<file path="src/rtl/mem.sv">
// mem: memory stage of the RV32IM pipeline.
// Accepts one instruction per handshake from Execute. Loads and stores go out
// over a request/acknowledge data-memory port. Every result, including
// exceptions, goes to Write Back through a single valid/rdy output register.
module mem #(
   parameter int ACK_TIMEOUT = 64
) (
   input  logic        clk_in,
   input  logic        reset_in,
   input  logic        cpu_halt,
   input  logic        e2m_valid,
   output logic        e2m_rdy,
   input  logic        e2m_is_ld,
   input  logic        e2m_is_st,
   input  logic [1:0]  e2m_size,
   input  logic        e2m_unsigned,
   input  logic [31:0] e2m_addr,
   input  logic [31:0] e2m_st_data,
   input  logic        e2m_Rd_wr,
   input  logic [4:0]  e2m_Rd_addr,
   input  logic [31:0] e2m_Rd_data,
   input  logic [31:0] e2m_pc,
   output logic        dc_req,
   output logic        dc_rw,
   output logic [31:0] dc_addr,
   output logic [3:0]  dc_be,
   output logic [31:0] dc_wr_data,
   input  logic        dc_ack,
   input  logic [31:0] dc_rd_data,
   input  logic        dc_fault,
   output logic        m2w_valid,
   input  logic        m2w_rdy,
   output logic        m2w_Rd_wr,
   output logic [4:0]  m2w_Rd_addr,
   output logic [31:0] m2w_Rd_data,
   output logic [31:0] m2w_pc,
   output logic        m2w_exc,
   output logic [3:0]  m2w_exc_cause
);

   localparam bit          TMO_EN   = (ACK_TIMEOUT != 0);
   localparam logic [15:0] TMO_LAST = TMO_EN ? 16'(ACK_TIMEOUT - 1) : 16'd0;

   typedef enum logic {
      ST_IDLE   = 1'b0,
      ST_ACCESS = 1'b1
   } state_t;

   state_t      state_reg, state_next;

   // handshake / control decode
   logic        is_mem, misaligned, accept, start_access, quick_load;
   logic        timed_out, fin_access, load_out, access_fault;
   logic [15:0] tmo_cnt_reg;

   // request formatting
   logic [3:0]  be_next;
   logic [31:0] wr_data_next;

   // operands captured for the duration of an access
   logic        acc_st_reg, acc_uns_reg, acc_rd_wr_reg;
   logic [1:0]  acc_size_reg;
   logic [4:0]  acc_rd_addr_reg;
   logic [31:0] acc_addr_reg, acc_pc_reg;

   // data-memory request registers
   logic        dc_rw_reg;
   logic [31:0] dc_addr_reg, dc_wr_data_reg;
   logic [3:0]  dc_be_reg;

   // load alignment
   logic [31:0] lane_word, ld_data;

   // output register and its next value
   logic        valid_reg, rd_wr_reg, exc_reg;
   logic [4:0]  rd_addr_reg;
   logic [31:0] rd_data_reg, pc_reg;
   logic [3:0]  cause_reg;
   logic        rd_wr_next, exc_next;
   logic [4:0]  rd_addr_next;
   logic [31:0] rd_data_next, pc_next;
   logic [3:0]  cause_next;

   assign is_mem = e2m_is_ld | e2m_is_st;

   // Halves need an even address; words (and the unused size 3) need a word-aligned address
   always_comb begin
      misaligned = 1'b0;
      case (e2m_size)
         2'd0:    misaligned = 1'b0;
         2'd1:    misaligned = e2m_addr[0];
         default: misaligned = |e2m_addr[1:0];
      endcase
   end

   // Byte enables select the addressed lane(s) of the word
   always_comb begin
      be_next = 4'b1111;
      case (e2m_size)
         2'd0:    be_next = 4'b0001 << e2m_addr[1:0];
         2'd1:    be_next = 4'b0011 << {e2m_addr[1], 1'b0};
         default: be_next = 4'b1111;
      endcase
   end

   // Store data is replicated across lanes so memory only has to honour dc_be
   generate
      for (genvar gi = 0; gi < 4; gi++) begin : g_wr_lane
         assign wr_data_next[gi*8 +: 8] =
            (e2m_size == 2'd0) ? e2m_st_data[7:0] :
            (e2m_size == 2'd1) ? e2m_st_data[(gi % 2)*8 +: 8] :
                                 e2m_st_data[gi*8 +: 8];
      end
   endgenerate

   // FSM outputs: accept handshake, request strobe and output-register load
   always_comb begin
      e2m_rdy      = reset_in & ~cpu_halt & (state_reg == ST_IDLE) & (~valid_reg | m2w_rdy);
      accept       = e2m_valid & e2m_rdy;
      start_access = accept & is_mem & ~misaligned;
      quick_load   = accept & ~start_access;
      dc_req       = (state_reg == ST_ACCESS);
      // an ack arriving in the last allowed cycle still wins over the timeout
      timed_out    = TMO_EN && (state_reg == ST_ACCESS) && !dc_ack && (tmo_cnt_reg == TMO_LAST);
      fin_access   = (state_reg == ST_ACCESS) & (dc_ack | timed_out);
      load_out     = quick_load | fin_access;
   end

   // Next-state: IDLE -> ACCESS on an aligned load/store, back on ack or timeout
   always_comb begin
      state_next = state_reg;
      case (state_reg)
         ST_IDLE:   if (start_access) state_next = ST_ACCESS;
         ST_ACCESS: if (fin_access)   state_next = ST_IDLE;
         default:   state_next = ST_IDLE;
      endcase
   end

   // State register
   always_ff @(posedge clk_in or negedge reset_in) begin
      if (!reset_in) state_reg <= ST_IDLE;
      else           state_reg <= state_next;
   end

   // Ack timeout counter: restarts with each access, counts cycles spent in ACCESS
   always_ff @(posedge clk_in or negedge reset_in) begin
      if (!reset_in)                     tmo_cnt_reg <= 16'd0;
      else if (start_access)             tmo_cnt_reg <= 16'd0;
      else if (state_reg == ST_ACCESS)   tmo_cnt_reg <= tmo_cnt_reg + 16'd1;
   end

   // Capture operands and drive the request registers, held stable through ACCESS
   always_ff @(posedge clk_in or negedge reset_in) begin
      if (!reset_in) begin
         acc_st_reg      <= 1'b0;
         acc_uns_reg     <= 1'b0;
         acc_rd_wr_reg   <= 1'b0;
         acc_size_reg    <= 2'd0;
         acc_rd_addr_reg <= 5'd0;
         acc_addr_reg    <= 32'd0;
         acc_pc_reg      <= 32'd0;
         dc_rw_reg       <= 1'b0;
         dc_addr_reg     <= 32'd0;
         dc_be_reg       <= 4'd0;
         dc_wr_data_reg  <= 32'd0;
      end else if (start_access) begin
         acc_st_reg      <= e2m_is_st;
         acc_uns_reg     <= e2m_unsigned;
         acc_rd_wr_reg   <= e2m_Rd_wr;
         acc_size_reg    <= e2m_size;
         acc_rd_addr_reg <= e2m_Rd_addr;
         acc_addr_reg    <= e2m_addr;
         acc_pc_reg      <= e2m_pc;
         dc_rw_reg       <= e2m_is_st;
         dc_addr_reg     <= {e2m_addr[31:2], 2'b00};
         dc_be_reg       <= be_next;
         dc_wr_data_reg  <= wr_data_next;
      end
   end

   // Load data: shift the addressed lane down, then sign- or zero-extend
   always_comb begin
      lane_word = dc_rd_data >> {acc_addr_reg[1:0], 3'b000};
      ld_data   = lane_word;
      case (acc_size_reg)
         2'd0:    ld_data = acc_uns_reg ? {24'd0, lane_word[7:0]}
                                        : {{24{lane_word[7]}}, lane_word[7:0]};
         2'd1:    ld_data = acc_uns_reg ? {16'd0, lane_word[15:0]}
                                        : {{16{lane_word[15]}}, lane_word[15:0]};
         default: ld_data = lane_word;
      endcase
   end

   // Result selection; exceptions carry the faulting address in the data field
   always_comb begin
      access_fault = 1'b0;
      rd_wr_next   = e2m_Rd_wr;
      rd_addr_next = e2m_Rd_addr;
      rd_data_next = e2m_Rd_data;
      pc_next      = e2m_pc;
      exc_next     = 1'b0;
      cause_next   = 4'd0;
      if (fin_access) begin
         access_fault = ~dc_ack | dc_fault;
         rd_addr_next = acc_rd_addr_reg;
         pc_next      = acc_pc_reg;
         if (access_fault) begin
            exc_next     = 1'b1;
            cause_next   = acc_st_reg ? 4'd7 : 4'd5;
            rd_wr_next   = 1'b0;
            rd_data_next = acc_addr_reg;
         end else if (acc_st_reg) begin
            rd_wr_next   = 1'b0;
            rd_data_next = 32'd0;
         end else begin
            rd_wr_next   = acc_rd_wr_reg;
            rd_data_next = ld_data;
         end
      end else if (is_mem && misaligned) begin
         exc_next     = 1'b1;
         cause_next   = e2m_is_st ? 4'd6 : 4'd4;
         rd_wr_next   = 1'b0;
         rd_data_next = e2m_addr;
      end
   end

   // Output register: load on a new result, clear on drain, otherwise hold
   always_ff @(posedge clk_in or negedge reset_in) begin
      if (!reset_in) begin
         valid_reg   <= 1'b0;
         rd_wr_reg   <= 1'b0;
         rd_addr_reg <= 5'd0;
         rd_data_reg <= 32'd0;
         pc_reg      <= 32'd0;
         exc_reg     <= 1'b0;
         cause_reg   <= 4'd0;
      end else if (load_out) begin
         valid_reg   <= 1'b1;
         rd_wr_reg   <= rd_wr_next;
         rd_addr_reg <= rd_addr_next;
         rd_data_reg <= rd_data_next;
         pc_reg      <= pc_next;
         exc_reg     <= exc_next;
         cause_reg   <= cause_next;
      end else if (m2w_rdy) begin
         valid_reg   <= 1'b0;
      end
   end

   assign dc_rw         = dc_rw_reg;
   assign dc_addr       = dc_addr_reg;
   assign dc_be         = dc_be_reg;
   assign dc_wr_data    = dc_wr_data_reg;
   assign m2w_valid     = valid_reg;
   assign m2w_Rd_wr     = rd_wr_reg;
   assign m2w_Rd_addr   = rd_addr_reg;
   assign m2w_Rd_data   = rd_data_reg;
   assign m2w_pc        = pc_reg;
   assign m2w_exc       = exc_reg;
   assign m2w_exc_cause = cause_reg;

endmodule

</file>
<file path="config.mk">
export PLATFORM = sky130hd
export DESIGN_NAME = mem
export DESIGN_NICKNAME = d
export VERILOG_FILES = /design/src/rtl/mem.sv
export SDC_FILE = /design/constraint.sdc
export NUM_CORES = 1
export LEC_CHECK = 0
export ABC_AREA = 1
export BUFFER_PORTS_ARGS = -buffer_cell sky130_fd_sc_hd__buf_2
export CAP_MARGIN = 40
export CORE_UTILIZATION = 45
export DETAILED_ROUTE_END_ITERATION = 6
export GPL_TIMING_DRIVEN = 0
export HOLD_SLACK_MARGIN = 0.05
export PLACE_DENSITY_LB_ADDON = 0.3
export SYNTH_ARGS = -nofsm -noshare
export SYNTH_HDL_FRONTEND = slang
export SYNTH_SLANG_ARGS = --single-unit
</file>
<file path="constraint.sdc">
create_clock -name clk_in -period 2.95 [get_ports clk_in]
set_input_delay 0.1475 -clock clk_in [delete_from_list [all_inputs] [get_ports clk_in]]
set_output_delay 0.1475 -clock clk_in [all_outputs]
set_load 0.005 [all_outputs]
</file>
Word level (Yosys, flattened, before mapping)
Index checks and enable logic that the tools add are counted.
{ "totals": {"reg_bits": 233, "in_bits": 178, "out_inout_bits": 147, "word_cells": 89} }
{ "classes": {"add_sub_neg": 1, "n_eq_ne": 3, "n_shift": 3, "n_mux": 35, "bitwise": 19, "n_reduce_logical": 9} }
{ "op_table": {"columns": ["operator", "count"], "rows": [
  ["$mux W32", 7],
  ["$pmux W32 S2", 1],
  ["$mux W8", 5],
  ["$mux W16", 2],
  ["$shr A32 B5 Y32", 1],
  ["$add A16 B1 Y16 const B", 1],
  ["$eq A16 B6 Y1 const B", 1],
  ["$mux W1", 11],
  ["$and A1 B1 Y1", 8],
  ["$pmux W4 S2", 1],
  ["$mux W3", 2],
  ["$not A1 Y1", 6],
  ["$mux W5", 1],
  ["$or A1 B1 Y1", 5],
  ["$eq A2 B1 Y1 const B", 2],
  ["$logic_not A2 Y1", 2],
  ["$mux W2", 2],
  ["$mux W4", 1],
  ["$pmux W1 S2", 2],
  ["$reduce_bool A2 Y1", 2],
  ["$shl A1 B2 Y4 const A", 1],
  ["$shl A2 B2 Y4 const A", 1],
  ["$logic_and A1 B1 Y1", 3],
  ["$reduce_or A2 Y1", 1],
  ["$logic_not A1 Y1", 1]
]} }

Longest topological paths before layout
Gate-level depths: netlist of run 1.
{ "depth": {"ltp_word": 11, "ltp_mapped": 11, "ltp_nobuf": 10} }

Worst setup path after synthesis of run 1
OpenSTA, ideal clock, no wires.
{ "synth_timing": {"path_kind": "reg2reg", "startpoint": "register tmo_cnt_reg[0]", "endpoint": "register rd_data_reg[11] (netlist: m2w_Rd_data[11])", "setup_ps": 116, "t_arrival_ps": 1555, "required_time_ps": 2834, "slack_ps": 1279, "stages_incl_launch_ff": 11, "path_buffers": 1, "period_less_slack_ps": 1671, "path_cell_list": "dfrtp_1 -> ha_1 -> nand2_1 -> nor3_4 -> nand2_4 -> nand2_4 -> inv_2 -> clkbuf_1 -> o21ai_0 -> nand2_1 -> nand2_1"} }
{ "synth_between": {"elab_chain_len": 5, "word_cells_on_any_way": 6, "classes_between": "eq/ne: 1; mux: 1; bitwise: 3; reduce/logical: 1"} }
{ "synth_rtl": {"columns": ["element", "line_no", "source"], "rows": [
  ["start, declared", "54", "logic [15:0] tmo_cnt_reg;"],
  ["start signal, assigned", "149", "else if (state_reg == ST_ACCESS) tmo_cnt_reg <= tmo_cnt_reg + 16'd1;"],
  ["$eq A16 B6 Y1 (*)", "124", "timed_out = TMO_EN && (state_reg == ST_ACCESS) && !dc_ack && (tmo_cnt_reg == TMO_LAST);"],
  ["$logic_and A1 B1 Y1 (*)", "124", null],
  ["$or A1 B1 Y1 (*)", "125", "fin_access = (state_reg == ST_ACCESS) & (dc_ack | timed_out);"],
  ["$and A1 B1 Y1 (*)", "125", null],
  ["$mux W32 or $or A1 B1 Y1 (tied branches)", "203, 126", null],
  ["end signal, assigned", "241", "rd_data_reg <= rd_data_next;"],
  ["end, declared", "77", "logic [31:0] rd_data_reg, pc_reg;"]
]} }
Mark *: on every way between the ends. The rest lies on a longest branch, timed or not.
A chain may end at the register's enable or synchronous reset.

Worst setup path after layout of run 1
{ "layout_timing": {"startpoint": "input reset_in", "endpoint": "register dc_wr_data_reg[12] (netlist: dc_wr_data[12])"} }
{ "layout_between": {"elab_chain_len": 6} }
{ "layout_rtl": {"columns": ["element", "line_no", "source"], "rows": [
  ["start, declared", "9", "input logic reset_in,"],
  ["$and A1 B1 Y1 (3 in series)", "118", "e2m_rdy = reset_in & ~cpu_halt & (state_reg == ST_IDLE) & (~valid_reg | m2w_rdy);"],
  ["$and A1 B1 Y1", "119", "accept = e2m_valid & e2m_rdy;"],
  ["$and A1 B1 Y1 (2 in series)", "120", "start_access = accept & is_mem & ~misaligned;"],
  ["end signal, assigned", "177", "dc_wr_data_reg <= wr_data_next;"],
  ["end, declared", "68", "logic [31:0] dc_addr_reg, dc_wr_data_reg;"]
]} }
Every way passes these cells.

==> results.txt, run 1 <==
outcome: finished, violations left
violations in the final reports: design-rule violations
arrival time worst endpoint: 3080 ps
kind of critical path: in2reg
first-pass GRT wire length: 61000 um
final WL: 39600 um
pre-CTS WS: 239 ps
Max Cap Viol: 0
Routed Antenna Nets: 0
routability cong.: 0.960
die width: 156 um
DRT Pass-1 Iters: 7
clock share of power: 20.6%
final antenna diode count: 0
crit-path cells: dlygate4sd3_1, buf_12, buf_16, nand3_1, nor2_2, nand3_2, inv_2, buf_2, nand3_1, o21a_1
CTS buffer count: 22
clock-pin transition on the worst setup and hold timing paths: 60 ps
final setup fails: 0
Internal Pwr Total: 7760 uW
Post-synth EDFFs: 0
most common cell after layout, fill and taps aside: nand2_1
setup slack, reg-to-reg: 620 ps
CP dominant cell by count: nand3_1
period utilisation layout: 91.1%
crit end category: register
hpwl dp: 28400 um
Slew HR: 51.3%
Seq cells post-synth: 201
post-synth cell types: 31
Leakage Power: 0.00802 uW
Worst setup SP type: input pin
switching power: 4890 uW
vias per inst: 5.20
clk_skew: 16.4 ps
unrepaired setup endpoints after global routing: false
Req. time, crit path: 3340 ps
post-DR wirelength/cell: 17.5 um
Synth Warn #: 0
pin count of the biggest net entering global routing: 75
commonest non-fill, non-tap cells in the layout: nand2_1 (686), buf_2 (357), dfrtp_1 (201)
pin slew with the least headroom to its limit: 730 ps
# fillers: 2048
Hold Path Class: in2reg
area leader, netlist: dfrtp_1
slowest stage cell, crit path: dlygate4sd3_1
Initial Util: 46.5%
fin worst setup slack: 263 ps
total power: 12600 uW
Area Growth Syn to Fin: 36.5%
Overall Global Routing Usage: 32.5%
Synth top area share: 47.2%
synthesized area: 10700 um2
layout cells sized above 1: 23.4%
clock sinks: 201
worst vdd ir: 0.000553 V
vias post-DR: 11800
Synth area leaders: dfrtp_1 (47%), nand2_1 (24%), nand3_1 (7.7%)
min Tclk post-route: 2690 ps
Core Area: 22900 um2
Rows: 55
crit path max fanout: 72
initial DRC count: 1026
Max stage delay on crit path: 580 ps
CTS Buffer Depth: 3
Logic pwr share: 40.9%
final slew viol count: 0
Main synth FF type: dfrtp_1
asr flop ratio synth: 100%
number of port buffers: 321
Top-Level Pins: 325
fmax: 372 MHz
Setup TNS: 0 ps
drc violations: 16
Mean Syn Cell Area: 7.22 um2
GRT overflow: 0
Seq pwr share: 38.5%
Die H: 156 um
# H-tree levels: 1
vias in the first global route: 11600
CTS tree: built
PwrDens: 870 nW/um2
post-layout util: 63.5%
CTS Root Cell: clkbuf_16
antenna violations before repair: 0
Net Sw Frac: 38.7%
Post-Synthesis Cells: 1475
Hold Vio Cnt, Final: 0
register area share after synthesis: 47.2%
clk_lat worst skew: 520 ps
post-CTS setup buffers: 0
Die ar.: 24300 um2
fin nets: 2118
cell type report:
type | count | area, um2 | share of cell area [%]
buffer | 112 | 639 | 4.40
clock buffer | 30 | 632 | 4.34
clock inverter | 6 | 30.0 | 0.206
inverter | 94 | 353 | 2.43
multi-input combinational | 1070 | 4640 | 31.9
sequential | 201 | 5030 | 34.6
tap | 313 | 392 | 2.69
timing repair buffer | 438 | 2830 | 19.4
cell families (layout without fill, tap and decap cells):
logic type	after synthesis	count (layout)	share of synthesized area, %
fa+ha+maj	1	1	0.117
buf+inv	206	680	9.31
compound gates	127	127	6.54
flops	201	201	47.2
other cells	1	3	0.0352
xor+xnor	3	3	0.247
simple gates	936	936	36.5
through the flow:
stage,instance area (um2),hold slack [ps],instances
6_report,14500,57.7,2264
5_1_grt,14500,63.5,2264
4_1_cts,14500,51.2,2264
3_5_place_dp,12700,96.0,2113
3_3_place_gp,12700,349,2111
2_1_floorplan,10700,-148,1477
layer usage:
| metal | part of all wire [%] | GRT usage [%] | routed length (um) | vias up |
|---|---|---|---|---|
| li1 | - | - | - | 5576 |
| met1 | 40 | 41.1 | 15900 | 5450 |
| met2 | 47 | 54.1 | 18500 | 628 |
| met3 | 8.1 | 5.22 | 3220 | 118 |
| met4 | 4.8 | 16.2 | 1900 | 0 |
| met5 | 0 | 0 | 0 | - |
worst max-delay path: cells and delay by family:
kind | cells | cell delay (ps)
AND/OR/NAND/NOR | 4 | 950
buffers and inverters | 5 | 1740
AO/OA/AOI/OAI | 1 | 130
synth_stat cells, types with 4 or more instances:
| cell type | n |
|---|---|
| inv_2 | 7 |
| o21ai_0 | 105 |
| o31ai_1 | 7 |
| buf_4 | 40 |
| inv_1 | 87 |
| nor2_1 | 29 |
| nand3_2 | 4 |
| buf_2 | 37 |
| nor3_1 | 9 |
| o21a_1 | 10 |
| nand4_1 | 31 |
| nand3_1 | 164 |
| clkbuf_1 | 30 |
| dfrtp_1 | 201 |
| nand2_1 | 686 |
repair_timing:
| action | CTS | global route |
|---|---|---|
| hold buffers | 115 | 0 |
| endpoints found under the hold margin | 277 | 0 |
| setup endpoints to repair | 0 | 5 |
| gates resized for setup | 0 | 1 |
power groups by stage:
stage / Sequential, uW / Combinational [uW] / Clock, uW
after floorplan: 4780 / 2870 / 0
after global placement: 4840 / 4880 / 0
after detailed placement: 4850 / 4980 / 0
after CTS: 4830 / 5120 / 2640
after global routing: 5010 / 5760 / 2740
final: 4870 / 5170 / 2610
final timing paths:
check                            startpoint  depth (start not counted)          endpoint
hold reg to reg            m2w_exc_cause[0]                          2  m2w_exc_cause[0]
hold / removal              e2m_st_data[31]                          5    dc_wr_data[31]
setup reg to reg                     dc_req                          8    dc_wr_data[12]
setup / recovery                   reset_in                         10    dc_wr_data[12]
max in group asynchronous          reset_in                          4        m2w_pc[18]
min in group asynchronous          reset_in                          2  acc_addr_reg[25]
Power figures use the tool's default switching activity.
==> inputs of run 2 (changes only) <==
- BUFFER_PORTS_ARGS: -buffer_cell sky130_fd_sc_hd__buf_2 -> -buffer_cell sky130_fd_sc_hd__buf_4
- SLEW_MARGIN: not set -> 10
==> results.txt, run 2 (synthesis gave the netlist of run 1 again) <==
vias in the first global route: 11900 (was 11600)
CP dominant cell by count: nand3_1 (unchanged)
period utilisation layout: 92.4% (was 91.1%)
drc violations: 0 (was 16)
switching power: 5050 uW (was 4890 uW)
arrival time worst endpoint: 3130 ps (was 3080 ps)
Buf/Inv on CP: 5 (unchanged)
Area Growth Syn to Fin: 45.0% (was 36.5%)
pin count of the biggest net entering global routing: 89 (was 75)
kind of critical path: in2reg (unchanged)
clock sinks: 201 (unchanged)
crit-path cells: dlygate4sd3_1, buf_12, buf_16, nand3_1, nor2_2, nand3_2, inv_2, buf_2, nand3_1, o21a_1 (unchanged)
CTS Root Cell: clkbuf_16 (unchanged)
vias post-DR: 12000 (was 11800)
most common cell after layout, fill and taps aside: nand2_1 (unchanged)
crit-path leading delay family: buffers and inverters (unchanged)
routability cong.: 0.964 (was 0.960)
Leakage Power: 0.00829 uW (was 0.00802 uW)
Initial Util: 46.5% (unchanged)
worst vdd ir: 0.000517 V (was 0.000553 V)
clk_lat worst skew: 520 ps (about the same)
Die ar.: 24300 um2 (unchanged)
Rows: 55 (unchanged)
min Tclk post-route: 2730 ps (was 2690 ps)
Overall Global Routing Usage: 33.3% (was 32.5%)
pre-CTS WS: 295 ps (was 239 ps)
crit path max fanout: 65 (was 72)
final WL: 40600 um (was 39600 um)
Req. time, crit path: 3350 ps (was 3340 ps)
post-DR wirelength/cell: 17.9 um (was 17.5 um)
Core Area: 22900 um2 (unchanged)
DRT Pass-1 Iters: 7 (unchanged)
crit end category: register (unchanged)
antenna violations before repair: 0 (unchanged)
Setup TNS: 0 ps (unchanged)
hpwl dp: 28500 um (was 28400 um)
Net Sw Frac: 37.4% (was 38.7%)
final setup fails: 0 (unchanged)
Hold Path Class: in2reg (unchanged)
number of port buffers: 321 (unchanged)
Max Cap Viol: 0 (unchanged)
layout cells sized above 1: 23.3% (was 23.4%)
die width: 156 um (unchanged)
unrepaired setup endpoints after global routing: false (unchanged)
fin worst setup slack: 224 ps (was 263 ps)
cell count after placement: 2113 (unchanged)
post-CTS setup buffers: 0 (unchanged)
Routed Antenna Nets: 0 (unchanged)
# H-tree levels: 1 (unchanged)
Die H: 156 um (unchanged)
clock-pin transition on the worst setup and hold timing paths: 60 ps (about the same)
commonest non-fill, non-tap cells in the layout: nand2_1 (686), buf_4 (360), dfrtp_1 (201) (was nand2_1 (686), buf_2 (357), dfrtp_1 (201))
Logic pwr share: 42.6% (was 40.9%)
Worst setup SP type: input pin (unchanged)
fin nets: 2123 (was 2118)
outcome: completed (was finished, violations left)
Max stage delay on crit path: 580 ps (about the same)
post-layout util: 67.4% (was 63.5%)
slowest stage cell, crit path: dlygate4sd3_1 (unchanged)
clk_skew: 13.6 ps (was 16.4 ps)
CTS Buffer Depth: 3 (unchanged)
initial DRC count: 988 (was 1026)
GRT overflow: 0 (unchanged)
clock share of power: 20.9% (was 20.6%)
fmax: 367 MHz (was 372 MHz)
first-pass GRT wire length: 62800 um (was 61000 um)
PwrDens: 876 nW/um2 (was 870 nW/um2)
Seq pwr share: 36.5% (was 38.5%)
CTS tree: built (unchanged)
final slew viol count: 0 (unchanged)
CTS buffer count: 23 (was 22)
pin slew with the least headroom to its limit: 745 ps (was 730 ps)
vias per inst: 5.29 (was 5.20)
Slew HR: 50.3% (was 51.3%)
post-route insts no fill: 2271 (was 2264)
Top-Level Pins: 325 (unchanged)
final antenna diode count: 0 (unchanged)
Hold Vio Cnt, Final: 0 (unchanged)
# fillers: 1984 (was 2048)
Internal Pwr Total: 8470 uW (was 7760 uW)
-- run 2: timing repair --
action,in CTS,in global routing
endpoints found under the setup margin,0,9
hold endpoints to repair,268,0
resized for setup,0,1
hold buffers,119,0
-- run 2: through the flow --
step                      area, um2  power, uW  hold WS, ps
after floorplan               10700       7650         -148
after global placement        13500      10300          348
after detailed placement      13500      10400         81.9
after CTS                     15400      13400         50.1
after global routing          15400      14400          102
final                         15400      13500         59.4
-- run 2: worst paths after layout --
path                            depth (start not counted)             from  slack (ps)               end
worst max register to register                          8           dc_req         420    dc_wr_data[12]
min in group asynchronous                               2         reset_in         120  acc_addr_reg[24]
max in group asynchronous                               4         reset_in        1740    acc_pc_reg[12]
worst min register to register                          2   acc_pc_reg[29]         480    acc_pc_reg[29]
worst max-delay path                                   10         reset_in         220    dc_wr_data[12]
worst min-delay path                                    7  e2m_Rd_data[18]          60   m2w_Rd_data[18]
-- run 2: routing by layer --
metal | part of all wire (%) | vias up | routed length [um] | track usage, %
li1 | - | 5583 | - | -
met1 | 40 | 5657 | 16200 | 42.5
met2 | 47 | 639 | 19100 | 55.6
met3 | 8.0 | 127 | 3270 | 4.75
met4 | 5.0 | 0 | 2030 | 15.9
met5 | 0 | - | 0 | 0
-- run 2: area by class of cell --
class | instances | area [um2] | area share (%)
inverters | 94 | 353 | 2.28
multi-input cells | 1070 | 4640 | 30.0
repair buffers | 442 | 3670 | 23.8
flip-flops and latches | 201 | 5030 | 32.6
plain buffers | 112 | 639 | 4.14
clock inverters | 4 | 52.6 | 0.340
clock buffers | 35 | 671 | 4.34
well taps | 313 | 392 | 2.54
-- run 2: power by group through the flow --
stage / clock network (uW) / logic [uW] / registers (uW)
after floorplan: 0 / 2870 / 4780
after global placement: 0 / 5410 / 4890
final: 2820 / 5760 / 4940
after detailed placement: 0 / 5520 / 4900
after CTS: 2850 / 5690 / 4890
after global routing: 2940 / 6360 / 5080
-- run 2: tightest hold or removal path, stage by stage --
cell     delay, ps
buf_4           80
nand2_1         40
o21ai_0         70
nand2_1         60
nand2_1         60
nand2_1         50
nand2_1         40
==> inputs of run 3 (changes only) <==
- ABC_AREA: 1 -> 0
- CTS_CLUSTER_SIZE: not set -> 20
==> results.txt, run 3 <==
crit end category: register (unchanged)
Rows: 54 (was 55)
clk_skew: 15.9 ps (was 13.6 ps)
fin nets: 1755 (was 2123)
cell count after placement: 1719 (was 2113)
hold_ws: 71.9 ps (was 59.4 ps)
post-route insts no fill: 1875 (was 2271)
end of the worst hold path: m2w_Rd_data[31] (was m2w_Rd_data[18])
worst vdd ir: 0.000464 V (was 0.000517 V)
outcome: completed (unchanged)
vias post-DR: 10500 (was 12000)
crit-path leading delay family: buffers and inverters (unchanged)
arrival time worst endpoint: 3160 ps (was 3130 ps)
Core Area: 21900 um2 (was 22900 um2)
fmax: 370 MHz (was 367 MHz)
Logic pwr share: 40.5% (was 42.6%)
Mean Syn Cell Area: 9.06 um2 (was 7.22 um2)
unrepaired setup endpoints after global routing: false (unchanged)
crit path max fanout: 110 (was 65)
Post-Synthesis Cells: 1115 (was 1475)
post-synth cell types: 58 (was 31)
Max Cap Viol: 0 (unchanged)
first-pass GRT wire length: 60900 um (was 62800 um)
Die ar.: 23000 um2 (was 24300 um2)
number of port buffers: 320 (was 321)
Top-Level Pins: 325 (unchanged)
Synth area leaders: dfrtp_1 (50%), nand2_1 (13%), mux2i_1 (4.3%) (was dfrtp_1 (47%), nand2_1 (24%), nand3_1 (7.7%))
layout cells sized above 1: 28.9% (was 23.3%)
FF-to-FF path depth: 9 (was 8)
Routed Antenna Nets: 0 (unchanged)
PwrDens: 934 nW/um2 (was 876 nW/um2)
Die H: 152 um (was 156 um)
final slew viol count: 0 (unchanged)
DRT Pass-1 Iters: 5 (was 7)
Slew HR: 52.2% (was 50.3%)
initial DRC count: 699 (was 988)
RR Startpoint: dc_req (unchanged)
CP dominant cell by count: nand2_1 (was nand3_1)
CTS Buffer Depth: 3 (unchanged)
Leakage Power: 0.00739 uW (was 0.00829 uW)
final setup fails: 0 (unchanged)
pin count of the biggest net entering global routing: 111 (was 89)
Setup TNS: 0 ps (unchanged)
commonest non-fill, non-tap cells in the layout: buf_4 (357), nand2_1 (341), dfrtp_1 (201) (was nand2_1 (686), buf_4 (360), dfrtp_1 (201))
Net Sw Frac: 35.6% (was 37.4%)
Synth Warn #: 0 (unchanged)
clk_lat worst skew: 520 ps (about the same)
register area share after synthesis: 49.8% (was 47.2%)
CTS tree: built (unchanged)
asr flop ratio synth: 100% (unchanged)
Main synth FF type: dfrtp_1 (unchanged)
post-DR wirelength/cell: 20.8 um (was 17.9 um)
routability cong.: 0.965 (was 0.964)
Synth top area share: 49.8% (was 47.2%)
Hold Vio Cnt, Final: 0 (unchanged)
slowest stage cell, crit path: dlygate4sd3_1 (unchanged)
final WL: 39000 um (was 40600 um)
Initial Util: 46.1% (was 46.5%)
Area Growth Syn to Fin: 47.3% (was 45.0%)
vias per inst: 5.62 (was 5.29)
synthesized area: 10100 um2 (was 10700 um2)
clock-pin transition on the worst setup and hold timing paths: 70 ps (was 60 ps)
drc violations: 0 (unchanged)
period utilisation layout: 91.6% (was 92.4%)
Seq pwr share: 36.8% (was 36.5%)
FF-to-FF End: acc_pc_reg[24] (was dc_wr_data[12])
Max stage delay on crit path: 560 ps (was 580 ps)
most common cell after layout, fill and taps aside: buf_4 (was nand2_1)
min Tclk post-route: 2700 ps (was 2730 ps)
Overall Global Routing Usage: 33.5% (was 33.3%)
pin slew with the least headroom to its limit: 717 ps (was 745 ps)
hold path depth: 4 (was 7)
# H-tree levels: 1 (unchanged)
setup slack, reg-to-reg: 470 ps (was 420 ps)
Worst setup SP type: input pin (unchanged)
vias in the first global route: 11000 (was 11900)
clock share of power: 22.8% (was 20.9%)
area leader, netlist: dfrtp_1 (unchanged)
min-delay src: e2m_Rd_data[31] (was e2m_Rd_data[18])
die width: 152 um (was 156 um)
kind of critical path: in2reg (unchanged)
switching power: 4950 uW (was 5050 uW)
crit-path cells: dlygate4sd3_1, buf_8, buf_16, and4_1, clkbuf_2, nand3_1, buf_2, clkbuf_1, nand2_1, nand2_1 (was dlygate4sd3_1, buf_12, buf_16, nand3_1, nor2_2, nand3_2, inv_2, buf_2, nand3_1, o21a_1)
Buf/Inv on CP: 6 (was 5)
most common cell in the netlist: nand2_1 (unchanged)
Post-synth EDFFs: 0 (unchanged)
synth cell count leaders: nand2_1 (341), dfrtp_1 (201), nor2_1 (50) (was nand2_1 (686), dfrtp_1 (201), nand3_1 (164))
GRT overflow: 0 (unchanged)
CTS Root Cell: clkbuf_16 (unchanged)
Hold Path Class: in2reg (unchanged)
clock sinks: 201 (unchanged)
Internal Pwr Total: 8950 uW (was 8470 uW)
CTS buffer count: 23 (unchanged)
Seq cells post-synth: 201 (unchanged)
antenna violations before repair: 1 (was 0)
hpwl dp: 26600 um (was 28500 um)
# fillers: 1667 (was 1984)
Req. time, crit path: 3400 ps (was 3350 ps)
## run 3: logic make-up after synthesis
logic type	count (synthesis)	share of synthesized area [%]
DFF	201	49.8
AOI/OAI and AO/OA	249	17.2
buffers and inverters	127	7.38
muxes	46	4.82
and+or+nand+nor	478	19.6
other	1	0.0371
xor gates and xnor gates	12	1.04
adders and majority gates	1	0.124
## run 3: repair_timing
action | 4_1_cts | 5_1_grt
setup endpoints to repair | 0 | 20
endpoints found under the hold margin | 256 | 0
hold buffers | 111 | 0
resized for setup | 0 | 0
setup buffers | 0 | 1
## run 3: worst max path at each step
stage / start / endpoint / depth (start not counted)
floorplan: tmo_cnt_reg[0] / m2w_Rd_data[27] / 9
global placement: reset_in / m2w_pc[25] / 6
detailed placement: reset_in / m2w_pc[29] / 7
CTS: reset_in / m2w_Rd_data[28] / 8
global route: reset_in / acc_addr_reg[9] / 10
finish: reset_in / acc_pc_reg[24] / 10
## run 3: worst min-delay path, stage by stage
cell	delay, ps
buf_4	80
o22a_1	130
o22ai_1	70
a21oi_1	130
## run 3: stage by stage
stage / cell area [um2] / util, % / power (uW) / worst slack, ps
3_5_place_dp: 12900 / 59.0 / 10400 / 202
4_1_cts: 14900 / 67.9 / 13800 / 123
2_1_floorplan: 10100 / - / 7670 / 1070
5_1_grt: 14900 / 68.0 / 14700 / 122
3_3_place_gp: 12900 / 58.7 / 10300 / -1900
6_report: 14900 / 68.0 / 13900 / 249
## run 3: layout make-up
type                       instances  area [um2]  area share, %
sequential                       201        5030           33.8
multi-input combinational        789        4330           29.1
timing repair buffer             434        3580           24.1
buffer                           123         731           4.91
clock buffer                      27         621           4.17
tap                              280         350           2.35
clock inverter                    15         213           1.43
inverter                           4        15.0          0.101
antenna                            2        5.00         0.0336
## run 3: power by group through the flow
| stage | Combinational, uW | Clock (uW) | Sequential, uW |
|---|---|---|---|
| floorplan | 2770 | 0 | 4900 |
| global placement | 5210 | 0 | 5040 |
| detailed placement | 5360 | 0 | 5070 |
| CTS | 5520 | 3180 | 5060 |
| global route | 6130 | 3300 | 5230 |
| finish | 5620 | 3170 | 5110 |
## run 3: per-layer routing
| layer | up-vias | wire [um] | global-route usage [%] |
|---|---|---|---|
| li1 | 4765 | - | - |
| met1 | 5036 | 14700 | 40.0 |
| met2 | 604 | 19000 | 57.3 |
| met3 | 129 | 3380 | 6.70 |
| met4 | 0 | 1910 | 16.7 |
| met5 | - | 0 | 0 |
